## config.mk

```make
export PLATFORM = sky130hd
export DESIGN_NAME = aes_tx_framer_flat
export DESIGN_NICKNAME = d
export VERILOG_FILES = /design/src/rtl/aes_uart_pkg.sv /design/src/rtl/aes_tx_framer_if.sv /design/src/rtl/aes_tx_framer.sv /design/src/flat_wrapper.sv
export SDC_FILE = /design/constraint.sdc
export NUM_CORES = 1
export LEC_CHECK = 0
export BUFFER_PORTS_ARGS = -buffer_cell sky130_fd_sc_hd__buf_4
export CAP_MARGIN = 20
export CORE_ASPECT_RATIO = 0.75
export CORE_MARGIN = 3
export CORE_UTILIZATION = 30
export DETAILED_ROUTE_END_ITERATION = 12
export HOLD_SLACK_MARGIN = 0.15
export PLACE_DENSITY_LB_ADDON = 0.2
export REMOVE_ABC_BUFFERS = 1
export SLEW_MARGIN = 20
export SYNTH_ARGS = -nofsm -noshare
export SYNTH_HDL_FRONTEND = slang
export SYNTH_SLANG_ARGS = --single-unit
export TNS_END_PERCENT = 30
```

## constraint.sdc

```tcl
create_clock -name sys_clk -period 2.6 [get_ports sys_clk]
set_input_delay 0.39 -clock sys_clk [delete_from_list [all_inputs] [get_ports sys_clk]]
set_output_delay 0.39 -clock sys_clk [all_outputs]
set_load 0.05 [all_outputs]
```

## src/rtl/aes_uart_pkg.sv

```systemverilog
// Shared definitions for the AES result path to/from the UART.
// Holds framing constants, the framer state encoding and the block byte selector.
package aes_uart_pkg;

    localparam logic [7:0]  AES_CR          = 8'h0D;
    localparam logic [7:0]  AES_LF          = 8'h0A;
    localparam int unsigned AES_BLOCK_BYTES = 16;
    localparam int unsigned AES_BLOCK_BITS  = 8 * AES_BLOCK_BYTES;
    localparam int unsigned AES_IDX_W       = 5;

    typedef enum logic [1:0] {
        FR_IDLE = 2'd0,
        FR_SEND = 2'd1,
        FR_GAP  = 2'd2,
        FR_FIN  = 2'd3
    } framer_state_e;

    // Byte idx of a block, byte 0 being the most significant.
    function automatic logic [7:0] aes_byte_sel(input logic [AES_BLOCK_BITS-1:0] blk,
                                                input logic [3:0]                idx);
        logic [3:0] rev;
        rev = 4'd15 - idx;
        return blk[{rev, 3'b000} +: 8];
    endfunction

endpackage

```

## src/rtl/aes_tx_framer_if.sv

```systemverilog
// Block-in / byte-out handshake bundle between AES core, framer and uart_txd.
interface aes_tx_framer_if;
    import aes_uart_pkg::*;

    logic                      blk_valid;
    logic [AES_BLOCK_BITS-1:0] blk_data;
    logic                      tx_en;
    logic [7:0]                tx_data;
    logic                      tx_done;
    logic                      busy;
    logic                      send_done;
    logic                      overflow;

    modport master (
        input  blk_valid, blk_data, tx_done,
        output tx_en, tx_data, busy, send_done, overflow
    );

    modport slave (
        output blk_valid, blk_data, tx_done,
        input  tx_en, tx_data, busy, send_done, overflow
    );

endinterface

```

## src/rtl/aes_tx_framer.sv

```systemverilog
// Captures AES result blocks (one active, one pending) and serialises them
// MSB-first to uart_txd with an optional CR/LF trailer.
module aes_tx_framer
    import aes_uart_pkg::*;
#(
    parameter bit TRAILER_EN = 1'b1
) (
    input  logic            sys_clk,
    input  logic            NRST,
    aes_tx_framer_if.master bus
);

    localparam int unsigned FRAME_BYTES = TRAILER_EN ? AES_BLOCK_BYTES + 2 : AES_BLOCK_BYTES;
    localparam logic [AES_IDX_W-1:0] LAST_IDX = AES_IDX_W'(FRAME_BYTES - 1);
    localparam logic [AES_IDX_W-1:0] CR_IDX   = AES_IDX_W'(AES_BLOCK_BYTES);

    framer_state_e             state_q,     state_d;
    logic [AES_BLOCK_BITS-1:0] active_q,    active_d;
    logic [AES_BLOCK_BITS-1:0] pend_q,      pend_d;
    logic                      pend_vld_q,  pend_vld_d;
    logic [AES_IDX_W-1:0]      idx_q,       idx_d;
    logic                      tx_en_q,     tx_en_d;
    logic [7:0]                tx_data_q,   tx_data_d;
    logic                      busy_q,      busy_d;
    logic                      send_done_q, send_done_d;
    logic                      overflow_q,  overflow_d;

    // Data bytes come from the block; indices past the block map to the trailer.
    function automatic logic [7:0] frame_byte(input logic [AES_BLOCK_BITS-1:0] blk,
                                              input logic [AES_IDX_W-1:0]      idx);
        if (idx == CR_IDX) begin
            return AES_CR;
        end else if (idx > CR_IDX) begin
            return AES_LF;
        end
        return aes_byte_sel(blk, idx[3:0]);
    endfunction

    always_ff @(posedge sys_clk) begin
        if (!NRST) begin
            state_q     <= FR_IDLE;
            active_q    <= '0;
            pend_q      <= '0;
            pend_vld_q  <= 1'b0;
            idx_q       <= '0;
            tx_en_q     <= 1'b0;
            tx_data_q   <= 8'h00;
            busy_q      <= 1'b0;
            send_done_q <= 1'b0;
            overflow_q  <= 1'b0;
        end else begin
            state_q     <= state_d;
            active_q    <= active_d;
            pend_q      <= pend_d;
            pend_vld_q  <= pend_vld_d;
            idx_q       <= idx_d;
            tx_en_q     <= tx_en_d;
            tx_data_q   <= tx_data_d;
            busy_q      <= busy_d;
            send_done_q <= send_done_d;
            overflow_q  <= overflow_d;
        end
    end

    always_comb begin
        state_d    = state_q;
        active_d   = active_q;
        pend_d     = pend_q;
        pend_vld_d = pend_vld_q;
        idx_d      = idx_q;
        overflow_d = 1'b0;

        case (state_q)
            FR_IDLE: begin
                if (bus.blk_valid) begin
                    active_d = bus.blk_data;
                    idx_d    = '0;
                    state_d  = FR_SEND;
                end
            end

            FR_SEND, FR_GAP: begin
                if (state_q == FR_GAP) begin
                    state_d = FR_SEND;
                end else if (bus.tx_done) begin
                    if (idx_q == LAST_IDX) begin
                        state_d = FR_FIN;
                    end else begin
                        idx_d   = idx_q + AES_IDX_W'(1);
                        state_d = FR_GAP;
                    end
                end
                // A block arriving mid-frame waits in pending; a third one is lost.
                if (bus.blk_valid) begin
                    if (!pend_vld_q) begin
                        pend_d     = bus.blk_data;
                        pend_vld_d = 1'b1;
                    end else begin
                        overflow_d = 1'b1;
                    end
                end
            end

            FR_FIN: begin
                if (pend_vld_q) begin
                    active_d = pend_q;
                    idx_d    = '0;
                    state_d  = FR_SEND;
                    if (bus.blk_valid) begin
                        pend_d = bus.blk_data;
                    end else begin
                        pend_vld_d = 1'b0;
                    end
                end else if (bus.blk_valid) begin
                    active_d = bus.blk_data;
                    idx_d    = '0;
                    state_d  = FR_SEND;
                end else begin
                    state_d = FR_IDLE;
                end
            end

            default: begin
                state_d = FR_IDLE;
            end
        endcase

        // Outputs are precomputed from the next state so they register with it.
        tx_en_d     = (state_d == FR_SEND);
        tx_data_d   = tx_en_d ? frame_byte(active_d, idx_d) : tx_data_q;
        send_done_d = (state_d == FR_FIN);
        busy_d      = (state_d != FR_IDLE) || pend_vld_d;
    end

    assign bus.tx_en     = tx_en_q;
    assign bus.tx_data   = tx_data_q;
    assign bus.busy      = busy_q;
    assign bus.send_done = send_done_q;
    assign bus.overflow  = overflow_q;

endmodule

```

## src/flat_wrapper.sv

```systemverilog
// flat-port wrapper written by rule: the top's interface ports become plain ports
module aes_tx_framer_flat import aes_uart_pkg::*;
#(
    parameter bit TRAILER_EN = 1'b1
)
  (sys_clk, NRST, bus_blk_valid, bus_blk_data, bus_tx_done, bus_tx_en, bus_tx_data, bus_busy, bus_send_done, bus_overflow);
  aes_tx_framer_if bus_i ();
  input  logic sys_clk;
  input  logic NRST;
  input wire logic [$bits(bus_i.blk_valid)-1:0] bus_blk_valid;
  input wire logic [$bits(bus_i.blk_data)-1:0] bus_blk_data;
  input wire logic [$bits(bus_i.tx_done)-1:0] bus_tx_done;
  output wire logic [$bits(bus_i.tx_en)-1:0] bus_tx_en;
  output wire logic [$bits(bus_i.tx_data)-1:0] bus_tx_data;
  output wire logic [$bits(bus_i.busy)-1:0] bus_busy;
  output wire logic [$bits(bus_i.send_done)-1:0] bus_send_done;
  output wire logic [$bits(bus_i.overflow)-1:0] bus_overflow;
  assign bus_i.blk_valid = bus_blk_valid;
  assign bus_i.blk_data = bus_blk_data;
  assign bus_i.tx_done = bus_tx_done;
  assign bus_tx_en = bus_i.tx_en;
  assign bus_tx_data = bus_i.tx_data;
  assign bus_busy = bus_i.busy;
  assign bus_send_done = bus_i.send_done;
  assign bus_overflow = bus_i.overflow;
  aes_tx_framer #(.TRAILER_EN(TRAILER_EN)) u_core (.sys_clk(sys_clk), .NRST(NRST), .bus(bus_i));
endmodule
```

==> reports/metrics.cfg <==
[critical_path]
critPathMaxFanout=7
critPathKind=flip-flop to flip-flop
cp-end-kind=flip-flop
cp-start-kind=flip-flop
arrival_ns=2.99
crit_required_ns=2.99

[logic_synthesis]
synth-simple-area-share_pct=18.2
synth_edf_count=0
yosysUniqueCellTypes=64
synth_cells=1477
async_flop_share_pct=0
yosysWarnings=0
synthAdderAreaFrac_pct=0.590
ys_seq_area_share_pct=43.4
synth_top_family_by_area=compound AO/OA/AOI/OAI gates
synth-compound-area-share_pct=30.5
synth_ff_type=dfxtp_1
synth_mux_area_share_pct=1.97
syn_avg_cell_area_um2=8.61
synth_xor_area_share_pct=0.0689
netlist_area_um2=12700
ys_seq_elements=276

[cells_and_area]
finalNetCount=1935
fin_util_pct=44.8
layout_commonest_cell=nand2_1
layout_common_cells=nand2_1, dfxtp_1, buf_4
drive_gt1_share_pct=25.4
syn2layout_area_growth_pct=45.4
multi_input_area_um2=7100
fill_cells=4022
regArea_um2=5530
diodes=0

[die]
rows=64
die_h_um=184
fp.dieArea_um2=44900
ios=144
start_util_pct=30.8
dieWidth_um=244
fp.coreArea_um2=41300

[grt]
overflow=0
grt_pass1_wl_um=64700
grt_max_degree=88
grtUsageTotal_pct=17.9
grt_pass1_vias=11500
grt_antenna_before_repair=0

[clock_tree]
clk_path_buf_depth=3
cts_tree=done
cts-buffers-inserted=34
htreeDepth=2
clock_latency_ns=0.52
clkTransAtPathRegs_ns=0.06
cts.sinks=276
cts_root_buf=clkbuf_16

[timing]
setup_viol=0
finalCriticalPeriod_ns=2.59
tightest_slew_ns=0.528
fin_skew_ns=0.0191
rsz0062_at_grt=true
min_period_over_period_pct=99.8
final-max-slew-violation-count=0
hold_viol_final=0
timing.slew.headroom_pct=64.8
max_freq_mhz=386
tns_ns=0

[job]
maxCapViolations=0

[pwr]
p_leak_nw=6.95
p_total_mw=12.5
vdd_drop_max_mv=0.347
power_density_nw_per_um2=676

[routing]
dr.pass1.iters=7
avgViaCountPerCell=5.07
wire_per_inst_um=18.3
drc=0
drt-initial-drc-count=752
num_vias=12100
wl_um=43700
ant_nets=0

[worst_hold_path]
hold_class=input pin to flip-flop

[place]
port_buffers=143
dp_hpwl_um=27200
gp_congestion=0.802

[status]
status=complete, no violations

==> repair_timing <==
| item | in CTS | in global routing |
|---|---|---|
| gates resized for setup | 25 | 114 |
| gates cloned | 2 | 12 |
| setup buffers | 3 | 21 |
| hold endpoints to repair | 126 | 0 |
| pin swaps | 2 | 44 |
| hold buffers | 123 | 0 |
| setup endpoints to repair | 8 | 121 |
==> where the power goes <==
group          internal (mW)  switching (mW)
Clock                   2.91            1.88
Combinational           1.40            1.61
Sequential              4.54           0.149
Total                   8.85            3.65
==> final timing paths <==
path / start / to / slack, ns / depth (start not counted)
max: u_core.state_q[0] / u_core.bus.tx_data[0] / 0.006 / 11
min: bus_blk_data[49] / u_core.pend_q[49] / 0.16 / 3
max reg2reg: u_core.state_q[0] / u_core.bus.tx_data[0] / 0.006 / 11
min reg2reg: u_core.pend_q[27] / u_core.pend_q[27] / 0.46 / 2
==> registers in the layout, indices dropped and copies added, names as in the netlist <==
register              cells
u_core.active_q         128
u_core.pend_q           128
u_core.bus.tx_data        8
u_core.idx_q              5
u_core.state_q            2
u_core.bus.busy           1
u_core.bus.overflow       1
u_core.bus.send_done      1
u_core.bus.tx_en          1
u_core.pend_vld_q         1
==> stage by stage <==
step	std cells	cell area, µm²	hold slack [ns]	setup slack [ns]
2_1_floorplan	1349	12100	0.435	-4.23
3_3_place_gp	2162	15100	0.441	-0.121
3_5_place_dp	2162	15100	0.450	-0.160
4_1_cts	2348	17600	0.151	-0.0561
5_1_grt	2380	18500	0.166	-0.0964
6_report	2380	18500	0.162	0.00621
==> metal layers <==
layer  GRT usage (%)  routed length, µm  up-vias
met5               0                  0        -
met4            4.39                686        0
met3            2.73               2070       54
met2            27.9              19200      283
met1            26.0              21700     5821
li1                -                  -     5910
==> synthesized netlist by cell type, types with 20 or more instances <==
master | count | share of area [%]
a211oi_1 | 31 | 1.8
a21boi_0 | 145 | 8.6
a21oi_1 | 49 | 1.9
a22o_1 | 57 | 3.9
a22oi_1 | 115 | 6.8
a31oi_1 | 20 | 0.98
and2_1 | 31 | 1.5
buf_2 | 64 | 2.5
clkbuf_1 | 46 | 1.4
dfxtp_1 | 276 | 43
mux2i_1 | 25 | 2.0
nand2_1 | 319 | 9.4
nor2_1 | 35 | 1.0
nor2b_1 | 87 | 4.3
o21ai_0 | 25 | 0.98
==> worst max-delay path, stage by stage (launching register included) <==
cell     delay (ns)
dfxtp_2        0.34
inv_2          0.06
ha_4           0.30
and2b_2        0.24
nand2_1        0.09
or3_1          0.34
nand2_1        0.16
buf_4          0.17
nor2_1         0.11
a22oi_1        0.24
a31oi_1        0.10
or3_1          0.33
==> cells by family (layout without fill, tap and decap cells) <==
kind of cell,after synthesis,count (layout)
AO/OA/AOI/OAI,523,523
XOR/XNOR,1,1
adder cells (fa/ha/maj),6,6
buffers and inverters,137,476
flip-flops,276,276
multiplexers,25,25
AND/OR/NAND/NOR,509,512
==> cell type report <==
type	instances	area share (%)
clock inverter	11	0.609
sequential	276	29.9
inverter	9	0.183
timing repair buffer	409	21.7
multi-input combinational	1067	38.4
tap	561	3.79
clock buffer	47	5.46
No activity file was read; power rests on OpenSTA's default activity.
